[config.mk]
export PLATFORM = sky130hd
export DESIGN_NAME = sram_arbiter
export DESIGN_NICKNAME = d
export VERILOG_FILES = /design/src/rtl/sram_arbiter.sv
export SDC_FILE = /design/constraint.sdc
export NUM_CORES = 1
export LEC_CHECK = 0
export CAP_MARGIN = 20
export CORE_MARGIN = 3
export CORE_UTILIZATION = 40
export CTS_BUF_LIST = sky130_fd_sc_hd__clkbuf_8
export CTS_CLUSTER_SIZE = 28
export DETAILED_ROUTE_END_ITERATION = 12
export PLACE_DENSITY = 0.76
export SYNTH_ARGS = -nofsm -noshare
export SYNTH_HDL_FRONTEND = slang
export SYNTH_SLANG_ARGS = --single-unit
[constraint.sdc]
create_clock -name clk -period 2.3 [get_ports clk]
set_clock_uncertainty 0.15 [all_clocks]
set_input_delay 0.46 -clock clk [delete_from_list [all_inputs] [get_ports clk]]
set_output_delay 0.46 -clock clk [all_outputs]
set_load 0.01 [all_outputs]
[src/rtl/sram_arbiter.sv]
// Two-port (CPU / DMA) arbiter for an asynchronous SRAM.
// Each granted access runs SETUP -> ACTIVE (ACCESS_CYCLES) -> RECOVER -> IDLE.
// Simultaneous requests are resolved round-robin.
// Strobes, bus outputs and acks are all registered, so the SRAM pins do not glitch.
module sram_arbiter #(
    parameter int unsigned ACCESS_CYCLES = 2
) (
    input  logic        clk,
    input  logic        reset_b,
    input  logic        cpu_req,
    input  logic        cpu_we,
    input  logic [18:0] cpu_addr,
    input  logic [7:0]  cpu_wdata,
    output logic        cpu_ack,
    output logic [7:0]  cpu_rdata,
    input  logic        dma_req,
    input  logic        dma_we,
    input  logic [18:0] dma_addr,
    input  logic [7:0]  dma_wdata,
    output logic        dma_ack,
    output logic [7:0]  dma_rdata,
    output logic        sram_csb,
    output logic        sram_oeb,
    output logic        sram_web,
    output logic [18:0] sram_addr,
    output logic [7:0]  sram_dout,
    output logic        sram_doe,
    input  logic [7:0]  sram_din
);

    typedef enum logic [1:0] {
        ST_IDLE,
        ST_SETUP,
        ST_ACTIVE,
        ST_RECOVER
    } state_t;

    localparam logic       GNT_CPU  = 1'b0;
    localparam logic       GNT_DMA  = 1'b1;
    localparam logic [3:0] CNT_LOAD = 4'(ACCESS_CYCLES - 1);

    state_t      state_q, state_d;
    logic [3:0]  cnt_q, cnt_d;
    logic        gnt_q, gnt_d;
    logic        last_q, last_d;
    logic        we_q, we_d;
    logic [18:0] addr_q, addr_d;
    logic [7:0]  wdata_q, wdata_d;
    logic        csb_q, csb_d;
    logic        oeb_q, oeb_d;
    logic        web_q, web_d;
    logic        doe_q, doe_d;
    logic        cpu_ack_q, cpu_ack_d;
    logic        dma_ack_q, dma_ack_d;
    logic [7:0]  cpu_rdata_q, cpu_rdata_d;
    logic [7:0]  dma_rdata_q, dma_rdata_d;

    logic        start;
    logic        pick;

    // Arbitration: a lone request wins outright, a tie goes to the port not granted last.
    always_comb begin
        start = 1'b0;
        pick  = last_q;
        if (cpu_req && dma_req) begin
            start = 1'b1;
            pick  = ~last_q;
        end else if (cpu_req) begin
            start = 1'b1;
            pick  = GNT_CPU;
        end else if (dma_req) begin
            start = 1'b1;
            pick  = GNT_DMA;
        end
    end

    // Next-state logic, request latching, read capture and next values of the registered pins.
    always_comb begin
        state_d     = state_q;
        cnt_d       = cnt_q;
        gnt_d       = gnt_q;
        last_d      = last_q;
        we_d        = we_q;
        addr_d      = addr_q;
        wdata_d     = wdata_q;
        cpu_rdata_d = cpu_rdata_q;
        dma_rdata_d = dma_rdata_q;

        unique case (state_q)
            ST_IDLE: begin
                if (start) begin
                    state_d = ST_SETUP;
                    gnt_d   = pick;
                    last_d  = pick;
                    we_d    = (pick == GNT_DMA) ? dma_we    : cpu_we;
                    addr_d  = (pick == GNT_DMA) ? dma_addr  : cpu_addr;
                    wdata_d = (pick == GNT_DMA) ? dma_wdata : cpu_wdata;
                end
            end
            ST_SETUP: begin
                state_d = ST_ACTIVE;
                cnt_d   = CNT_LOAD;
            end
            ST_ACTIVE: begin
                if (cnt_q == 4'd0) begin
                    state_d = ST_RECOVER;
                    // Read data is sampled at the edge closing the strobe window.
                    if (!we_q) begin
                        if (gnt_q == GNT_DMA) begin
                            dma_rdata_d = sram_din;
                        end else begin
                            cpu_rdata_d = sram_din;
                        end
                    end
                end else begin
                    cnt_d = cnt_q - 4'd1;
                end
            end
            ST_RECOVER: begin
                state_d = ST_IDLE;
            end
            default: begin
                state_d = ST_IDLE;
            end
        endcase

        // Pin values decoded from the state being entered, so they change with the state register.
        csb_d     = 1'b1;
        oeb_d     = 1'b1;
        web_d     = 1'b1;
        doe_d     = 1'b0;
        cpu_ack_d = 1'b0;
        dma_ack_d = 1'b0;
        unique case (state_d)
            ST_SETUP: begin
                csb_d = 1'b0;
                oeb_d = we_d;
                doe_d = we_d;
            end
            ST_ACTIVE: begin
                csb_d = 1'b0;
                oeb_d = we_d;
                web_d = ~we_d;
                doe_d = we_d;
            end
            ST_RECOVER: begin
                // Keep driving the bus one more cycle after a write for data hold.
                doe_d     = we_d;
                cpu_ack_d = (gnt_d == GNT_CPU);
                dma_ack_d = (gnt_d == GNT_DMA);
            end
            default: begin
                csb_d = 1'b1;
            end
        endcase
    end

    // State, latched request and registered outputs; reset abandons any access in flight.
    always_ff @(posedge clk or negedge reset_b) begin
        if (!reset_b) begin
            state_q     <= ST_IDLE;
            cnt_q       <= 4'd0;
            gnt_q       <= GNT_CPU;
            last_q      <= GNT_DMA;
            we_q        <= 1'b0;
            addr_q      <= 19'd0;
            wdata_q     <= 8'd0;
            csb_q       <= 1'b1;
            oeb_q       <= 1'b1;
            web_q       <= 1'b1;
            doe_q       <= 1'b0;
            cpu_ack_q   <= 1'b0;
            dma_ack_q   <= 1'b0;
            cpu_rdata_q <= 8'd0;
            dma_rdata_q <= 8'd0;
        end else begin
            state_q     <= state_d;
            cnt_q       <= cnt_d;
            gnt_q       <= gnt_d;
            last_q      <= last_d;
            we_q        <= we_d;
            addr_q      <= addr_d;
            wdata_q     <= wdata_d;
            csb_q       <= csb_d;
            oeb_q       <= oeb_d;
            web_q       <= web_d;
            doe_q       <= doe_d;
            cpu_ack_q   <= cpu_ack_d;
            dma_ack_q   <= dma_ack_d;
            cpu_rdata_q <= cpu_rdata_d;
            dma_rdata_q <= dma_rdata_d;
        end
    end

    assign sram_csb  = csb_q;
    assign sram_oeb  = oeb_q;
    assign sram_web  = web_q;
    assign sram_doe  = doe_q;
    assign sram_addr = addr_q;
    assign sram_dout = wdata_q;
    assign cpu_ack   = cpu_ack_q;
    assign dma_ack   = dma_ack_q;
    assign cpu_rdata = cpu_rdata_q;
    assign dma_rdata = dma_rdata_q;

endmodule
==> impl_metrics.xml <==
<?xml version="1.0" encoding="UTF-8"?>
<metrics>
  <group name="routing">
    <metric name="drt-initial-drc-count" unit="">90</metric>
    <metric name="post-route-drc-count" unit="">0</metric>
    <metric name="routed_wirelength" unit="um">7320</metric>
    <metric name="vias" unit="">2471</metric>
    <metric name="wire_per_inst" unit="um">15.6</metric>
    <metric name="route.antenna.remaining_nets" unit="">0</metric>
    <metric name="drt-vias-per-instance" unit="">5.28</metric>
    <metric name="dr.pass1.iters" unit="">6</metric>
  </group>
  <group name="critical_path">
    <metric name="crit_path_max_fanout" unit="">8</metric>
    <metric name="setup.worst_path.class" unit="">flip-flop to flip-flop</metric>
    <metric name="cp.required" unit="ps">2360</metric>
    <metric name="worstSetupStartpointType" unit="">flip-flop</metric>
    <metric name="endpoint_kind" unit="">flip-flop</metric>
    <metric name="cp.arrival" unit="ps">2270</metric>
    <metric name="worst-r2r-setup-slack" unit="ps">90</metric>
  </group>
  <group name="clocking">
    <metric name="cts_htree_levels" unit="">3</metric>
    <metric name="cts-buffers-inserted" unit="">9</metric>
    <metric name="ctsLongestPathBuffers" unit="">2</metric>
    <metric name="cts.sink_count" unit="">58</metric>
    <metric name="clk_tree_root_cell" unit="">sky130_fd_sc_hd__clkbuf_8</metric>
    <metric name="clkTransAtPathRegs" unit="ps">60</metric>
    <metric name="post_cts_buffers" unit="">0</metric>
    <metric name="cts_tree" unit="">yes</metric>
    <metric name="clock_latency" unit="ps">330</metric>
  </group>
  <group name="place">
    <metric name="place.detailed.instances" unit="">451</metric>
    <metric name="portBuffers" unit="">116</metric>
    <metric name="preCtsSetupSlack" unit="ps">-111</metric>
    <metric name="placed_cell_area" unit="um2">4050</metric>
    <metric name="dpl.hpwl" unit="um">5020</metric>
    <metric name="place.gp.congestion" unit="">0.789</metric>
  </group>
  <group name="sta">
    <metric name="setup_violations" unit="">0</metric>
    <metric name="worst_hold_slack" unit="ps">353</metric>
    <metric name="finalHoldViolations" unit="">0</metric>
    <metric name="post_route_clock_period_utilization" unit="">0.962</metric>
    <metric name="setup_ws" unit="ps">87.5</metric>
    <metric name="timing.max_slew.rel_slack" unit="">0.734</metric>
    <metric name="drv_slew" unit="">0</metric>
    <metric name="fmaxAchievable" unit="MHz">452</metric>
    <metric name="grt_setup_unrepaired" unit="">false</metric>
    <metric name="finalWorstPathRequiredPeriod" unit="ps">2210</metric>
    <metric name="tightestPinTransition" unit="ps">399</metric>
  </group>
  <group name="yosys">
    <metric name="synthDistinctLibCells" unit="">32</metric>
    <metric name="syn-instance-count" unit="">261</metric>
    <metric name="synth_edf_count" unit="">0</metric>
    <metric name="yosys.area_share.adder" unit="">0.0416</metric>
    <metric name="mappedNetlistArea" unit="um2">2710</metric>
    <metric name="ys_seq_elements" unit="">58</metric>
    <metric name="synth_top_family_by_area" unit="">compound AO/OA/AOI/OAI gates</metric>
    <metric name="synth_compound_area_frac" unit="">0.155</metric>
    <metric name="syn_area_per_cell" unit="um2">10.4</metric>
    <metric name="postSynth.asyncResetShare" unit="">1.00</metric>
    <metric name="yosys.area_share.simple" unit="">0.150</metric>
    <metric name="net_count_after_synthesis" unit="">338</metric>
    <metric name="synth_xor_xnor_area_share" unit="">0</metric>
    <metric name="fraction_of_the_yosys_area_taken_by_sequential_cells" unit="">0.538</metric>
    <metric name="ys_warn_count" unit="">0</metric>
    <metric name="post_synth_mux_area_share" unit="">0.0776</metric>
    <metric name="predominant_post_synthesis_flop_cell" unit="">sky130_fd_sc_hd__dfrtp_1</metric>
  </group>
  <group name="flow_run">
    <metric name="timing.max_cap.violations" unit="">0</metric>
  </group>
  <group name="power_and_ir_drop">
    <metric name="total_leakage_power" unit="uW">0.00181</metric>
    <metric name="share_of_total_power_in_the_clock_network" unit="">0.196</metric>
    <metric name="worst_ir_drop_vdd" unit="mV">0.814</metric>
    <metric name="cellPowerDensity" unit="nW/um2">1380</metric>
    <metric name="totalPowerFinal" unit="uW">5970</metric>
    <metric name="netSwitchingPower" unit="uW">2040</metric>
    <metric name="cell_internal_pwr" unit="uW">3930</metric>
    <metric name="seqPwrFrac" unit="">0.308</metric>
    <metric name="switching_share" unit="">0.342</metric>
    <metric name="share_comb_of_total_power" unit="">0.495</metric>
  </group>
  <group name="die">
    <metric name="num_io_pins" unit="">117</metric>
    <metric name="rows" unit="">29</metric>
    <metric name="initial_core_util" unit="">0.419</metric>
    <metric name="die_width" unit="um">88.3</metric>
    <metric name="dieArea" unit="um2">7800</metric>
    <metric name="core_area" unit="um2">6460</metric>
    <metric name="chipHeight" unit="um">88.3</metric>
  </group>
  <group name="hold_path">
    <metric name="worst_hold_path_type" unit="">flip-flop to flip-flop</metric>
  </group>
  <group name="global_route">
    <metric name="initial_antenna_violation_count" unit="">0</metric>
    <metric name="grt_max_degree" unit="">59</metric>
    <metric name="globalRouteTotalUtil" unit="">0.191</metric>
    <metric name="total_grt_overflow" unit="">0</metric>
    <metric name="grt_pass1_vias" unit="">2546</metric>
    <metric name="grt_pass1_wl" unit="um">11500</metric>
  </group>
  <group name="final_layout">
    <metric name="layout-drive-gt1-share" unit="">0.166</metric>
    <metric name="finalNetCount" unit="">463</metric>
    <metric name="final_cell_count_no_fill" unit="">468</metric>
    <metric name="fin_area" unit="um2">4330</metric>
    <metric name="synthToLayoutAreaGrowth" unit="%">60.0</metric>
    <metric name="antenna_cells_inserted" unit="">0</metric>
  </group>
  <group name="outcome">
    <metric name="status" unit="">finished clean</metric>
  </group>
</metrics>
## through the flow
step | TNS [ps] | utilization
after floorplan | 0 | -
after CTS | 0 | 0.667
final | 0 | 0.671
after global routing | 0 | 0.671
after global placement | -80.6 | 0.627
after detailed placement | -128 | 0.627
## Yosys cell counts, types with 3 or more instances
library cell / n / area, um2
sky130_fd_sc_hd__a31oi_1: 29 / 181
sky130_fd_sc_hd__ha_1: 9 / 113
sky130_fd_sc_hd__dfstp_2: 4 / 105
sky130_fd_sc_hd__nor2b_1: 3 / 18.8
sky130_fd_sc_hd__nor2_1: 31 / 116
sky130_fd_sc_hd__nand2b_1: 5 / 31.3
sky130_fd_sc_hd__o21ai_0: 30 / 150
sky130_fd_sc_hd__mux2i_1: 3 / 30.0
sky130_fd_sc_hd__clkbuf_1: 12 / 45.0
sky130_fd_sc_hd__buf_2: 4 / 20.0
sky130_fd_sc_hd__inv_1: 7 / 26.3
sky130_fd_sc_hd__nand3_1: 27 / 135
sky130_fd_sc_hd__buf_1: 3 / 11.3
sky130_fd_sc_hd__dfrtp_1: 54 / 1350
sky130_fd_sc_hd__a21oi_1: 4 / 20.0
sky130_fd_sc_hd__mux2_2: 16 / 180
## layer usage
layer  vias to the layer above  GRT usage  wire, um
met1                      1184      0.234      3070
met5                         -          0         0
met4                         0     0.0962       124
met3                        10     0.0466       472
li1                       1193          -         -
met2                        84      0.314      3660
## cell type report
cell class	instances	area, um2
fill	526	2130
sequential	58	1460
timing repair buffer	133	1330
multi-input combinational	177	1170
clock buffer	11	151
clock inverter	5	100
tap	77	96.3
inverter	7	26.3
## state kept, by name (all words and copies together), names as in the netlist, 2 cells and up
name	flops
sram_dout	8
state_q	2
sram_addr	19
dma_rdata	8
cnt_q	4
cpu_rdata	8
## what timing repair did
action / CTS / global route
setup endpoints to repair: 1 / 10
resized for setup: 1 / 6
endpoints found under the hold margin: 54 / 0
hold buffers: 1 / 0
## logic make-up (layout without fill, tap and decap cells)
logic type,after synthesis,in the layout
simple gates,78,78
compound gates,71,71
flops,58,58
buf+inv,26,156
mux,19,19
fa+ha+maj,9,9
## power by group through the flow
stage	logic [uW]	clock network, uW	registers, uW
6_report	2950	1170	1840
3_3_place_gp	2850	0	1830
2_1_floorplan	1300	0	2030
5_1_grt	3250	1240	1900
4_1_cts	2940	1190	1840
3_5_place_dp	2920	0	1850
## path summary, 6_finish.rpt
| check | from | end | depth (start not counted) |
|---|---|---|---|
| max | cnt_q[1]$_DFFE_PN0P_ | cpu_rdata[5]$_DFFE_PN0P_ | 7 |
| min | dma_rdata[7]$_DFFE_PN0P_ | dma_rdata[7]$_DFFE_PN0P_ | 1 |
| max reg2reg | cnt_q[1]$_DFFE_PN0P_ | cpu_rdata[5]$_DFFE_PN0P_ | 7 |
| min reg2reg | dma_rdata[7]$_DFFE_PN0P_ | dma_rdata[7]$_DFFE_PN0P_ | 1 |
| max in group asynchronous | reset_b | last_q$_DFFE_PN1P_ | 3 |
| min in group asynchronous | reset_b | state_q[0]$_DFF_PN0_ | 3 |
## placed cells by master (no fill, tap or decap), drive strengths merged, types with 2 or more instances in the layout
cell	netlist	layout
dfrtp	54	54
a21o	2	2
mux2i	3	3
a31oi	29	29
bufinv	0	3
dfstp	4	4
clkbuf	12	11
inv	7	7
nor3	2	2
a21oi	4	4
nor4	2	2
o21ai	30	30
buf	7	17
nor2	31	31
mux2	16	16
ha	9	9
clkdlybuf4s50	0	115
clkinv	0	2
nand3	27	27
nand2b	5	5
nor2b	3	3
nor3b	2	2
## critical path, cell delays in order (launching register included)
cell and delay, ps:
sky130_fd_sc_hd__dfrtp_1 400, sky130_fd_sc_hd__inv_2 80, sky130_fd_sc_hd__ha_2 180, sky130_fd_sc_hd__or3b_4 390, sky130_fd_sc_hd__buf_4 160, sky130_fd_sc_hd__nor4b_4 220, sky130_fd_sc_hd__buf_6 180, sky130_fd_sc_hd__mux2_2 340
No activity file was read; power rests on OpenSTA's default activity.
==> patch: new RTL, config.mk and constraints unchanged <==
`addr_q`, `wdata_q`, `cpu_rdata_q` and `dma_rdata_q` no longer have a reset.
--- a/src/rtl/sram_arbiter.sv
+++ b/src/rtl/sram_arbiter.sv
@@ -163,33 +163,32 @@
             gnt_q       <= GNT_CPU;
             last_q      <= GNT_DMA;
             we_q        <= 1'b0;
-            addr_q      <= 19'd0;
-            wdata_q     <= 8'd0;
             csb_q       <= 1'b1;
             oeb_q       <= 1'b1;
             web_q       <= 1'b1;
             doe_q       <= 1'b0;
             cpu_ack_q   <= 1'b0;
             dma_ack_q   <= 1'b0;
-            cpu_rdata_q <= 8'd0;
-            dma_rdata_q <= 8'd0;
         end else begin
             state_q     <= state_d;
             cnt_q       <= cnt_d;
             gnt_q       <= gnt_d;
             last_q      <= last_d;
             we_q        <= we_d;
-            addr_q      <= addr_d;
-            wdata_q     <= wdata_d;
             csb_q       <= csb_d;
             oeb_q       <= oeb_d;
             web_q       <= web_d;
             doe_q       <= doe_d;
             cpu_ack_q   <= cpu_ack_d;
             dma_ack_q   <= dma_ack_d;
-            cpu_rdata_q <= cpu_rdata_d;
-            dma_rdata_q <= dma_rdata_d;
         end
+    end
+
+    always_ff @(posedge clk) begin
+        addr_q      <= addr_d;
+        wdata_q     <= wdata_d;
+        cpu_rdata_q <= cpu_rdata_d;
+        dma_rdata_q <= dma_rdata_d;
     end
 
     assign sram_csb  = csb_q;
Check against the original RTL: not equivalent (a bounded check fails within 4 cycles, from zero or initial values and one cycle with reset_b low).
==> patch against the original RTL <==
Worst setup slack improved by 0.0046 ns; area after synthesis fell by 4.9%; power fell by 28%; sequential cell count did not move; sequential share of layout area rose by 7.2 points; clock power fell by 24%; die area fell by 4.6%; wire length fell by 20%; cell area fell by 5.5%; critical endpoint is now sram_oeb.
==> patch: results (changes against the original RTL) <==
{
  "drt-wirelength-per-cell": {"value": 15.9, "unit": "microns", "change": "+1.9%"},
  "grtUsageMet1": {"value": 0.201, "change": "-0.0327"},
  "clkCellAreaFrac": {"value": 0.0449, "change": "-0.0131"},
  "initialDrtViolationCount": {"value": 85, "change": "-5.6%"},
  "synth_compound_gate_area_share": {"value": 0.0496, "change": "-0.106"},
  "timing.critical_path.max_delay_family": {"value": "compound AO/OA/AOI/OAI gates"},
  "outcome": {"value": "finished clean"},
  "global_route.usage.met3": {"value": 0.0380, "change": "-0.00853"},
  "dr_wl_met3": {"value": 346, "unit": "microns", "change": "-27%"},
  "synth.distinct_cells": {"value": 37, "change": "+16%"},
  "mux_cell_area_share_after_synthesis": {"value": 0.157, "change": "+0.0798"},
  "timing_worst_slew_pin_value": {"value": 0.401, "unit": "ns", "change": "+0.00245 ns"},
  "cellLeakagePower": {"value": 1.61, "unit": "nW", "change": "-11%"},
  "grt_start_max_net_pins": {"value": 20, "change": "-66%"},
  "post_route_cells_drive_above_1_share": {"value": 0.223, "change": "+0.0571"},
  "preCtsSetupSlack": {"value": -0.0710, "unit": "ns", "change": "+0.0395 ns"},
  "power.ir.vdd_worst": {"value": 0.626, "unit": "mV", "change": "-23%"},
  "chipWidth": {"value": 86.2, "unit": "microns", "change": "-2.3%"},
  "timing.critical_path.slowest_cell_delay": {"value": 0.44, "unit": "ns", "change": "+0.04 ns"},
  "ratio_of_routed_vias_to_standard_cells": {"value": 4.76, "change": "-9.8%"},
  "ys_top_cells_by_area": {"value": "sky130_fd_sc_hd__edfxtp_1 50%, sky130_fd_sc_hd__mux2_4 11%, sky130_fd_sc_hd__dfrtp_1 11%"},
  "buf_share": {"value": 0.310, "change": "+0.00362"},
  "worstPathArrival": {"value": 2.33, "unit": "ns", "change": "+0.06 ns"},
  "regArea": {"value": 1670, "unit": "sq um", "change": "+15%"},
  "num-nonclk-buffers": {"value": 127, "change": "-4.5%"},
  "numnets_final": {"value": 363, "change": "-22%"},
  "first_global_vias": {"value": 1789, "change": "-30%"},
  "multiInputCombCellCount": {"value": 80, "change": "-55%"},
  "yosys_most_used_dff": {"value": "sky130_fd_sc_hd__edfxtp_1"},
  "grt_pass1_wl": {"value": 9090, "unit": "microns", "change": "-21%"},
  "cpMaxStageDelayCell": {"value": "sky130_fd_sc_hd__or3b_2"},
  "detailed_place.area": {"value": 3900, "unit": "sq um", "change": "-3.7%"},
  "largest_fanout_on_the_critical_path": {"value": 4, "change": "-4"},
  "async_reset_ff_frac": {"value": 0.259, "change": "-0.741"},
  "met2_length": {"value": 2940, "unit": "microns", "change": "-20%"},
  "finalWeightedCongestion": {"value": 0.783, "change": "-0.75%"},
  "share_of_the_final_layout_cell_area_in_multi_input_gates": {"value": 0.205, "change": "-0.0666"},
  "grtUsageMet2": {"value": 0.263, "change": "-0.0506"},
  "syn-num-nets": {"value": 228, "change": "-33%"},
  "synth-seq-area-share": {"value": 0.649, "change": "+0.112"},
  "inv_count": {"value": 10, "change": "+3"}
}
patch: worst paths after layout:
| check | startpoint | to | slack, ns | cells after the start |
|---|---|---|---|---|
| min in group clk | last_q | last_q | 0.38 | 2 |
| worst max-delay path | state_q[0] | sram_oeb | 0.09 | 7 |
| worst min-delay path | reset_b | cpu_ack | 0.28 | 2 |
| max in group asynchronous | reset_b | last_q | 1.47 | 2 |
| worst max register to register | state_q[0] | sram_oeb | 0.09 | 7 |
| worst min register to register | last_q | last_q | 0.38 | 2 |
patch: where the power goes:
part           switching, mW  internal [mW]  total, mW
Clock                  0.399          0.486      0.885
Sequential             0.128           1.51       1.63
Combinational          0.774           1.03       1.80
Total                   1.30           3.02       4.32
patch: metrics by stage:
stage	total power, mW	util	instances	hold slack, ns
final	4.32	0.675	366	0.282
after global routing	4.60	0.675	366	0.285
after CTS	4.34	0.674	366	0.275
after detailed placement	3.45	0.643	350	0.363
after global placement	3.41	0.643	350	0.344
after floorplan	2.69	-	151	0.0144
